### src/rtl/mux4_rr_scheduler_pkg.sv
// mux_sched_pkg: shared sizes, FSM states and grant encoding for the 4-way round-robin mux scheduler
package mux_sched_pkg;
    localparam int NUM_REQ = 4;
    localparam int SEL_W = 2;
    typedef enum logic {IDLE, GRANT} state_t;
    function automatic logic [NUM_REQ-1:0] onehot4(input logic [SEL_W-1:0] idx);
        return NUM_REQ'(1) << idx;
    endfunction
endpackage

### src/rtl/mux4_rr_scheduler_if.sv
// mux4_rr_scheduler_if: requester/mux bundle; master drives en/req/data_in, slave returns sel/gnt/dout/dout_valid/slot_done
interface mux4_rr_scheduler_if;
    import mux_sched_pkg::*;
    logic en;
    logic [NUM_REQ-1:0] req;
    logic [NUM_REQ-1:0] data_in;
    logic [SEL_W-1:0] sel;
    logic [NUM_REQ-1:0] gnt;
    logic dout;
    logic dout_valid;
    logic slot_done;
    modport master(output en, req, data_in, input sel, gnt, dout, dout_valid, slot_done);
    modport slave(input en, req, data_in, output sel, gnt, dout, dout_valid, slot_done);
endinterface

### src/rtl/mux4_rr_scheduler_rr_pick4.sv
// rr_pick4: combinational round-robin pick; req/last in, idx = first requester after last (wrapping, last itself checked last), any = |req
module rr_pick4
    import mux_sched_pkg::*;
(
    input  logic [NUM_REQ-1:0] req,
    input  logic [SEL_W-1:0]   last,
    output logic [SEL_W-1:0]   idx,
    output logic               any
);
    always_comb begin
        idx = last;
        any = |req;
        for (int k = NUM_REQ; k >= 1; k--)
            if (req[SEL_W'(32'(last) + k)]) idx = SEL_W'(32'(last) + k);
    end
endmodule

### src/rtl/mux4_rr_scheduler.sv
// mux4_rr_scheduler: round-robin owner of a shared 4:1 mux bit with bounded slots
// clk/rst: clock and sync active-high reset
// bus (slave): en/req/data_in in; sel/gnt grant, dout/dout_valid registered mux bit, slot_done end-of-slot pulse
module mux4_rr_scheduler
    import mux_sched_pkg::*;
#(
    parameter int SLOT_CYCLES = 4,
    parameter int CNT_W = 8
) (
    input logic clk,
    input logic rst,
    mux4_rr_scheduler_if.slave bus
);
    state_t state;
    logic [CNT_W-1:0] cnt;
    logic [SEL_W-1:0] last, base, pick;
    logic any, slot_end;
    // at a slot boundary the pointer must already reflect the finishing grantee
    assign base = (state == GRANT) ? bus.sel : last;
    assign slot_end = cnt == CNT_W'(SLOT_CYCLES - 1) || !bus.req[bus.sel] || !bus.en;
    rr_pick4 u_pick (.req(bus.req), .last(base), .idx(pick), .any(any));
    always_ff @(posedge clk) begin
        if (rst) begin
            state <= IDLE;
            bus.sel <= '0;
            bus.gnt <= '0;
            cnt <= '0;
            last <= 2'd3;
            bus.dout <= 1'b0;
            bus.dout_valid <= 1'b0;
            bus.slot_done <= 1'b0;
        end else if (state == IDLE) begin
            bus.dout_valid <= 1'b0;
            bus.slot_done <= 1'b0;
            if (bus.en && any) begin
                state <= GRANT;
                bus.sel <= pick;
                bus.gnt <= onehot4(pick);
                cnt <= '0;
            end
        end else begin
            bus.dout <= bus.data_in[bus.sel];
            bus.dout_valid <= bus.req[bus.sel];
            bus.slot_done <= slot_end;
            cnt <= cnt + 1'b1;
            if (slot_end) begin
                last <= bus.sel;
                if (bus.en && any) begin
                    bus.sel <= pick;
                    bus.gnt <= onehot4(pick);
                    cnt <= '0;
                end else begin
                    state <= IDLE;
                    bus.gnt <= '0;
                end
            end
        end
    end
endmodule

### src/flat_wrapper.sv
// flat-port wrapper written by rule: the top's interface ports become plain ports
module mux4_rr_scheduler_flat import mux_sched_pkg::*;
#(
    parameter int SLOT_CYCLES = 4,
    parameter int CNT_W = 8
)
  (clk, rst, bus_en, bus_req, bus_data_in, bus_sel, bus_gnt, bus_dout, bus_dout_valid, bus_slot_done);
  mux4_rr_scheduler_if bus_i ();
  input logic clk;
  input logic rst;
  input wire logic [$bits(bus_i.en)-1:0] bus_en;
  input wire logic [$bits(bus_i.req)-1:0] bus_req;
  input wire logic [$bits(bus_i.data_in)-1:0] bus_data_in;
  output wire logic [$bits(bus_i.sel)-1:0] bus_sel;
  output wire logic [$bits(bus_i.gnt)-1:0] bus_gnt;
  output wire logic [$bits(bus_i.dout)-1:0] bus_dout;
  output wire logic [$bits(bus_i.dout_valid)-1:0] bus_dout_valid;
  output wire logic [$bits(bus_i.slot_done)-1:0] bus_slot_done;
  assign bus_i.en = bus_en;
  assign bus_i.req = bus_req;
  assign bus_i.data_in = bus_data_in;
  assign bus_sel = bus_i.sel;
  assign bus_gnt = bus_i.gnt;
  assign bus_dout = bus_i.dout;
  assign bus_dout_valid = bus_i.dout_valid;
  assign bus_slot_done = bus_i.slot_done;
  mux4_rr_scheduler #(.SLOT_CYCLES(SLOT_CYCLES), .CNT_W(CNT_W)) u_core (.clk(clk), .rst(rst), .bus(bus_i));
endmodule
### config.mk
export PLATFORM = sky130hd
export DESIGN_NAME = mux4_rr_scheduler_flat
export DESIGN_NICKNAME = d
export VERILOG_FILES = /design/src/rtl/mux4_rr_scheduler_pkg.sv /design/src/rtl/mux4_rr_scheduler_if.sv /design/src/rtl/mux4_rr_scheduler_rr_pick4.sv /design/src/rtl/mux4_rr_scheduler.sv /design/src/flat_wrapper.sv
export SDC_FILE = /design/constraint.sdc
export NUM_CORES = 1
export LEC_CHECK = 0
export ABC_AREA = 1
export BUFFER_PORTS_ARGS = -buffer_cell sky130_fd_sc_hd__buf_2
export CAP_MARGIN = 20
export CORE_MARGIN = 2
export CORE_UTILIZATION = 45
export DETAILED_ROUTE_END_ITERATION = 7
export PLACE_DENSITY = 0.66
export SETUP_SLACK_MARGIN = 0.02
export SLEW_MARGIN = 5
export SYNTH_ARGS = -nofsm -noshare
export SYNTH_HDL_FRONTEND = slang
export SYNTH_SLANG_ARGS = --single-unit
### constraint.sdc
create_clock -name clk -period 2.15 [get_ports clk]
set_input_delay 0.43 -clock clk [delete_from_list [all_inputs] [get_ports clk]]
set_output_delay 0.43 -clock clk [all_outputs]
set_load 0.03 [all_outputs]
==> PnR_summary.wiki, run 1 <==
{| class="wikitable"
! Metric !! Value
|-
| Number of synthesized flops with an enable pin || 0
|-
| Worst path cell trace || inv_1 > a21oi_1 > o21ai_0 > nand2_1 > nand2_1 > inv_2 > nand2_1 > nand2_1 > inv_1 > nand3_1 > nor2_1 > nor2_1 > nor2_1
|-
| Final layout net count || 238
|-
| CTS Buf Count || 3
|-
| Cell at the slowest stage of the critical path || sky130_fd_sc_hd__dfxtp_1
|-
| Largest net degree at the start of global routing || 18
|-
| Residual DRC || 0
|-
| Worst setup skew after layout || 15.3 ps
|-
| Number of levels the H-tree was split into || 1
|-
| Sinks on Clock Net || 20
|-
| Post-detail-place hpwl || 2170 um
|-
| Crit end category || flop
|-
| Via density per instance || 5.21
|-
| Arrival time reported for the critical path endpoint || 2030 ps
|-
| Final slew viol count || 0
|-
| Dominant synthesized flop cell || sky130_fd_sc_hd__dfxtp_1
|-
| Area of the core || 0.00269 sq mm
|-
| Initial Util || 46.5%
|-
| Via count of the first global-routing pass || 1223
|-
| Hold_buf cts || 0
|-
| Placer congestion estimate || 0.939
|-
| Critical path startpoint category || flop
|-
| Final antenna diode count || 0
|-
| Reg-to-reg startpoint || u_core.bus.sel[0]
|-
| 1st-pass router iterations || 4
|-
| Maximum frequency from static timing analysis || 542 MHz
|-
| Portion of the post-synthesis area used by sequential elements || 32.1%
|-
| Count of pins on the block boundary || 20
|-
| Fraction of final layout cells sized beyond drive strength 1 || 18.7%
|-
| Post-synthesis average cell area || 6.12 sq um
|-
| Most used cell, CP || sky130_fd_sc_hd__nand2_1
|-
| Number of antenna violations at the first check in global routing || 0
|-
| Number of distinct library cells after synthesis || 23
|-
| Kind of critical path || reg2reg
|-
| Worst supply voltage drop on vdd || 0.000729 V
|-
| Worst EP required || 2330 ps
|-
| Area of the die || 0.00321 sq mm
|-
| Largest delay contributor family on the critical path || simple AND/OR/NAND/NOR gates
|-
| Type of the tightest min-delay check || reg2reg
|-
| Synthesized Nets || 216
|-
| FFs w/ async S/R, synth || 0%
|-
| Total wire length after detailed routing || 2770 um
|-
| Clock Tree Root || sky130_fd_sc_hd__clkbuf_4
|-
| Number of hold-slack violations in the final timing report || 0
|-
| Worst skew pair latency || 310 ps
|-
| Gate count after technology mapping || 204
|-
| Die outline width || 56.7 um
|-
| Detailed router's first-iteration violation count || 48
|-
| Buffers & Inverters on Critical Path || 3
|-
| Grt ovf || 0
|-
| Total standard cell area after synthesis || 0.00125 sq mm
|-
| Number of storage elements in the synthesis netlist || 20
|-
| Final-layout setup total negative slack || 0 ps
|-
| Max-Slew Margin vs Limit || 78.9%
|-
| CTS clock-pin slew for the worst setup and hold paths || 120 ps
|-
| Leakage power total || 0.726 nW
|-
| TritonCTS clock tree || yes
|-
| Unrepaired setup endpoints after global routing || no
|-
| Count of instances resized after the clock tree is built || 0
|-
| Synth warn || 0
|-
| First-pass GRT wire length || 4660 um
|-
| Number of core rows || 19
|-
| Post-CTS repair timing setup buffer count || 0
|-
| Biggest fanout along the worst timing path || 8
|-
| Critical path startpoint || u_core.bus.sel[0]
|-
| Placed insts || 252
|-
| Setup violations, final || 0
|-
| Average routed wire per standard cell || 10.8 um
|-
| Number of buffers between clock root and the deepest sink || 2
|-
| Overall fraction of global-route tracks in use || 18.2%
|-
| Relative area change from synthesis to final layout || 14.3%
|-
| Longest individual stage delay on the worst path || 440 ps
|-
| Tmin final || 1840 ps
|-
| Cell Count, Final, Fillers Out || 256
|-
| Final cycle utilization of the critical path || 85.7%
|-
| Hold path startpoint || u_core.bus.gnt[2]
|-
| Number of max-cap violations || 0
|-
| Post-detailed-route count of antenna-violating nets || 0
|-
| Total via count in the routed design || 1334
|-
| Least-Margin Pin Slew || 317 ps
|-
| Overall die height || 56.7 um
|-
| Port Buffer Count || 19
|-
| Pwr/cell area || 723 mW/mm^2
|-
| Result of the run || completed
|}
-- cells by family after synthesis --
kind of cell | after synthesis | share of synthesized area (%)
and+or+nand+nor | 123 | 44.0
AOI/OAI and AO/OA | 28 | 12.3
xor gates and xnor gates | 2 | 1.40
adders and majority gates | 1 | 1.00
DFF | 20 | 32.1
buffers and inverters | 30 | 9.22
-- registers in the layout, summed over array words and instances (netlist names) --
| register | cells |
|---|---|
| u_core.bus.dout | 1 |
| u_core.bus.gnt | 4 |
| u_core.bus.dout_valid | 1 |
| u_core.cnt | 8 |
| u_core.state | 1 |
| u_core.bus.slot_done | 1 |
| u_core.bus.sel | 2 |
| u_core.last | 2 |
-- metal layers --
metal,part of all wire (%),vias up,wire [um],global-route usage [%]
li1,-,690,-,-
met1,44,613,1220,20.7
met2,50,25,1400,31.9
met3,3.6,6,99,3.46
met4,1.7,0,47,9.86
met5,0,-,0,0
-- worst reg2reg max path, delay by kind of cell, from the launching register on --
family	cells	cell delay, ps
AOI/OAI and AO/OA	2	240
buffers and inverters	3	340
DFF	1	440
and+or+nand+nor	8	690
-- Yosys cell counts, types with 2 or more instances --
library cell | count | area (sq um)
sky130_fd_sc_hd__inv_2 | 2 | 7.51
sky130_fd_sc_hd__nand2_1 | 62 | 233
sky130_fd_sc_hd__nand2_4 | 3 | 33.8
sky130_fd_sc_hd__clkbuf_1 | 2 | 7.51
sky130_fd_sc_hd__inv_1 | 25 | 93.8
sky130_fd_sc_hd__dfxtp_1 | 20 | 400
sky130_fd_sc_hd__nand3_1 | 17 | 85.1
sky130_fd_sc_hd__o21ai_0 | 6 | 30.0
sky130_fd_sc_hd__nor3_1 | 4 | 20.0
sky130_fd_sc_hd__a21oi_1 | 17 | 85.1
sky130_fd_sc_hd__nand2_2 | 12 | 75.1
sky130_fd_sc_hd__o211ai_1 | 2 | 15.0
sky130_fd_sc_hd__nor2_1 | 22 | 82.6
-- per-stage QoR --
| step | hold WS, ps | total power [mW] | utilization [%] | area (sq um) | worst slack [ps] |
|---|---|---|---|---|---|
| after floorplan | 458 | 0.661 | - | 1250 | 356 |
| after global placement | 455 | 0.728 | 51.2 | 1380 | 326 |
| after detailed placement | 458 | 0.732 | 51.2 | 1380 | 334 |
| after CTS | 474 | 1.04 | 53.1 | 1430 | 281 |
| after global routing | 481 | 1.09 | 53.1 | 1430 | 32.6 |
| final | 472 | 1.03 | 53.1 | 1430 | 307 |
-- power breakdown --
| part | internal (mW) | switching, mW |
|---|---|---|
| logic | 0.0996 | 0.213 |
| registers | 0.394 | 0.0183 |
| clock network | 0.188 | 0.119 |
-- final cells by class --
cell class | count | area, sq um
clock buffer | 3 | 22.5
clock inverter | 1 | 30.0
fill | 293 | 1260
inverter | 28 | 108
multi-input combinational | 154 | 733
sequential | 20 | 400
tap | 31 | 38.8
timing repair buffer | 19 | 95.1
-- layout by cell type (no fill, tap or decap) --
cell type,Yosys,routed
sky130_fd_sc_hd__o21ai_0,6,6
sky130_fd_sc_hd__nor3_1,4,4
sky130_fd_sc_hd__nor2_2,1,1
sky130_fd_sc_hd__nand3_1,17,17
sky130_fd_sc_hd__xnor2_1,1,1
sky130_fd_sc_hd__nand2_1,62,62
sky130_fd_sc_hd__ha_1,1,1
sky130_fd_sc_hd__nand2_4,3,3
sky130_fd_sc_hd__inv_2,2,2
sky130_fd_sc_hd__nand3b_1,1,1
sky130_fd_sc_hd__and3_1,1,1
sky130_fd_sc_hd__o211ai_1,2,2
sky130_fd_sc_hd__bufinv_16,0,1
sky130_fd_sc_hd__inv_4,1,1
sky130_fd_sc_hd__a21oi_1,17,17
sky130_fd_sc_hd__o21a_1,1,1
sky130_fd_sc_hd__a221oi_1,1,1
sky130_fd_sc_hd__xor2_1,1,1
sky130_fd_sc_hd__dfxtp_1,20,20
sky130_fd_sc_hd__clkbuf_4,0,3
sky130_fd_sc_hd__inv_1,25,25
sky130_fd_sc_hd__nand2_2,12,12
sky130_fd_sc_hd__o31ai_1,1,1
sky130_fd_sc_hd__nor2_1,22,22
sky130_fd_sc_hd__buf_2,0,19
-- path summary, 6_finish.rpt --
kind / end / slack (ps) / cells after the start
max reg2reg: u_core.bus.gnt[3] / 310 / 13
min: u_core.bus.gnt[2] / 470 / 2
min reg2reg: u_core.bus.gnt[2] / 470 / 2
max: u_core.bus.gnt[3] / 310 / 13
Note: power is estimated with default switching activity, not from simulation.
==> run 2: changes to the inputs <==
- CORE_MARGIN: 2 -> 4
==> run 2 against run 1 <==
  * Utilization up 1.3 points
  * Clock skew decreased by 11 ps
  * Die area up 15%
  * Combinational power about the same
  * Sequential share of layout area increased by 0.69 points
  * Critical path depth unchanged
  * Routed wire length increased by 1.7%
==> PnR_summary.wiki, run 2 (synthesized netlist as in run 1, its figures left out) <==
{| class="wikitable"
! Metric !! Value
|-
| Arrival time reported for the critical path endpoint || 2040 ps (about the same)
|-
| Clock Tree Root || sky130_fd_sc_hd__clkbuf_4
|-
| Commonest non-fill, non-tap cell in the layout || sky130_fd_sc_hd__nand2_1
|-
| Number of antenna violations at the first check in global routing || 0 (unchanged)
|-
| Leakage power total || 0.712 nW (-1.9%)
|-
| Worst setup path endpoint || u_core.bus.gnt[3]
|-
| Least-Margin Pin Slew || 305 ps (-11.5 ps)
|-
| Via count of the first global-routing pass || 1227 (+0.33%)
|-
| Relative area change from synthesis to final layout || 11.9%
|-
| Final Power || 0.903 mW (-13%)
|-
| Worst path cell trace || inv_1 > a21oi_1 > o21ai_0 > nand2_1 > nand2_1 > inv_2 > nand2_1 > nand2_1 > inv_1 > nand3_1 > nor2_1 > nor2_1 > nor2_1
|-
| Register area || 402 sq um (+0.31%)
|-
| Buffers & Inverters on Critical Path || 3 (unchanged)
|-
| Reg-to-reg startpoint || u_core.bus.sel[0]
|-
| Worst supply voltage drop on vdd || 0.000390 V (-46%)
|-
| Max-Slew Margin vs Limit || 79.6% (+0.74 points)
|-
| Placer congestion estimate || 0.918 (-2.2%)
|-
| Cell at the slowest stage of the critical path || sky130_fd_sc_hd__dfxtp_2
|-
| Number of hold-slack violations in the final timing report || 0 (unchanged)
|-
| Number of core rows || 18 (-1)
|-
| Cell Count, Final, Fillers Out || 254 (-0.78%)
|-
| Overall die height || 60.7 um (+7.1%)
|-
| Total wire length after detailed routing || 2810 um (+1.7%)
|-
| Final-layout setup total negative slack || 0 ps (unchanged)
|-
| Commonest non-fill, non-tap cells in the layout || sky130_fd_sc_hd__nand2_1 (62), sky130_fd_sc_hd__inv_1 (25), sky130_fd_sc_hd__nor2_1 (22)
|-
| Tmin final || 1850 ps (+6.99 ps)
|-
| Critical path startpoint category || flop
|-
| Type of the tightest min-delay check || reg2reg
|-
| TritonCTS clock tree || yes
|-
| Largest register FFs || 8 (unchanged)
|-
| Area of the multi-input gates || 733 sq um (unchanged)
|-
| Maximum frequency from static timing analysis || 540 MHz (-0.38%)
|-
| Area of the core || 0.00257 sq mm (-4.4%)
|-
| Grt ovf || 0 (unchanged)
|-
| Area of the die || 0.00368 sq mm (+15%)
|-
| Initial Util || 48.6% (+2.2 points)
|-
| Count of pins on the block boundary || 20 (unchanged)
|-
| Setup violations, final || 0 (unchanged)
|-
| Final layout net count || 238 (unchanged)
|-
| Sinks on Clock Net || 20 (unchanged)
|-
| Critical path startpoint || u_core.bus.sel[0]
|-
| Overall fraction of global-route tracks in use || 18.2% (about the same)
|-
| Total via count in the routed design || 1290 (-3.3%)
|-
| Min Hold Slack || 470 ps (-1.77 ps)
|-
| Residual DRC || 0 (unchanged)
|-
| Result of the run || completed
|-
| Unrepaired setup endpoints after global routing || no
|-
| CTS Buf Count || 3 (unchanged)
|-
| Slack of the worst reg-to-reg path || 300 ps (about the same)
|-
| Fillers || 287 (-2.0%)
|-
| Post-detail-place hpwl || 2250 um (+3.7%)
|-
| CP Depth || 13 (unchanged)
|-
| Worst skew pair latency || 300 ps (about the same)
|-
| Port Buffer Count || 19 (unchanged)
|-
| Post-detailed-route count of antenna-violating nets || 0 (unchanged)
|-
| Via density per instance || 5.08 (-2.5%)
|-
| Biggest fanout along the worst timing path || 8 (unchanged)
|-
| Fraction of final layout cells sized beyond drive strength 1 || 18.8% (+0.083 points)
|-
| Crit end category || flop
|-
| Hold Path Cell Cnt || 2 (unchanged)
|-
| 1st-pass router iterations || 4 (unchanged)
|-
| Die outline width || 60.7 um (+7.1%)
|-
| Pwr/cell area || 646 mW/mm^2 (-11%)
|-
| CTS clock-pin slew for the worst setup and hold paths || 110 ps (about the same)
|-
| Largest registers in the final layout || u_core.cnt (8), u_core.bus.gnt (4)
|-
| Longest individual stage delay on the worst path || 400 ps (-40 ps)
|-
| Reg-to-reg critical path endpoint || u_core.bus.gnt[3]
|-
| Post-CTS repair timing setup buffer count || 0 (unchanged)
|-
| Number of cells traversed by the worst register-to-register path || 13 (unchanged)
|-
| Largest net degree at the start of global routing || 18 (unchanged)
|-
| Number of buffers between clock root and the deepest sink || 2 (unchanged)
|-
| Final cycle utilization of the critical path || 86.1% (+0.33 points)
|-
| Kind of critical path || reg2reg
|-
| Worst setup skew after layout || 4.72 ps (-10.6 ps)
|-
| Worst EP required || 2340 ps (about the same)
|-
| Detailed router's first-iteration violation count || 85 (+77%)
|-
| Number of max-cap violations || 0 (unchanged)
|-
| Final slew viol count || 0 (unchanged)
|-
| Largest delay contributor family on the critical path || simple AND/OR/NAND/NOR gates
|-
| First-pass GRT wire length || 5150 um (+11%)
|-
| Average routed wire per standard cell || 11.1 um (+2.5%)
|-
| Number of levels the H-tree was split into || 1 (unchanged)
|-
| Most used cell, CP || sky130_fd_sc_hd__nand2_1
|-
| Largest register by flop count || u_core.cnt
|-
| Placed insts || 251 (-0.40%)
|-
| Final antenna diode count || 0 (unchanged)
|}
[run 2: cell types whose count changed in the layout (fill, tap and decap cells not counted), sizes merged]
cell and change:
bufinv -1
[run 2: timing repair]
action / 4_1_cts / 5_1_grt
resized for setup: 0 / 1
hold endpoints to repair: 0 / 0
hold buffers: 0 / 0
setup endpoints to repair: 0 / 1
[run 2: cell type report]
cell class / instances / share of cell area, %
clock buffers: 3 / 1.61
inverters: 28 / 7.70
multi-input cells: 154 / 52.5
flip-flops and latches: 20 / 28.7
well taps: 30 / 2.69
repair buffers: 19 / 6.80
[run 2: how the worst min path moves through the flow]
stage / start / end / slack (ps)
after floorplan: u_core.cnt[4] / u_core.cnt[4] / 460
after global placement: u_core.bus.gnt[2] / u_core.bus.gnt[2] / 450
after detailed placement: u_core.bus.gnt[0] / u_core.bus.gnt[0] / 450
after CTS: u_core.bus.gnt[0] / u_core.bus.gnt[0] / 470
after global routing: u_core.bus.gnt[2] / u_core.bus.gnt[2] / 490
final: u_core.bus.gnt[0] / u_core.bus.gnt[0] / 470
[run 2: power by group]
| part | internal (mW) | switching [mW] |
|---|---|---|
| Combinational | 0.0997 | 0.212 |
| Clock | 0.0653 | 0.112 |
| Sequential | 0.394 | 0.0193 |
[run 2: per-layer routing]
metal,wire length (um),GRT usage [%],vias up
li1,-,-,690
met1,1210,21.3,573
met2,1480,33.3,21
met3,97,2.77,6
met4,31,6.81,0
met5,0,0,-
[run 2: worst register-to-register path: cells and delay by family, from the launching register on]
kind | cells | cell delay, ps
buffers and inverters | 3 | 300
AOI/OAI and AO/OA | 2 | 330
and+or+nand+nor | 8 | 690
DFF | 1 | 400
[run 2: per-stage QoR]
stage	worst slack [ps]	utilization [%]	cell area (sq um)
global placement	349	53.5	1370
floorplan	356	-	1250
detailed placement	265	53.5	1370
global route	101	54.4	1400
CTS	241	54.4	1400
finish	300	54.4	1400
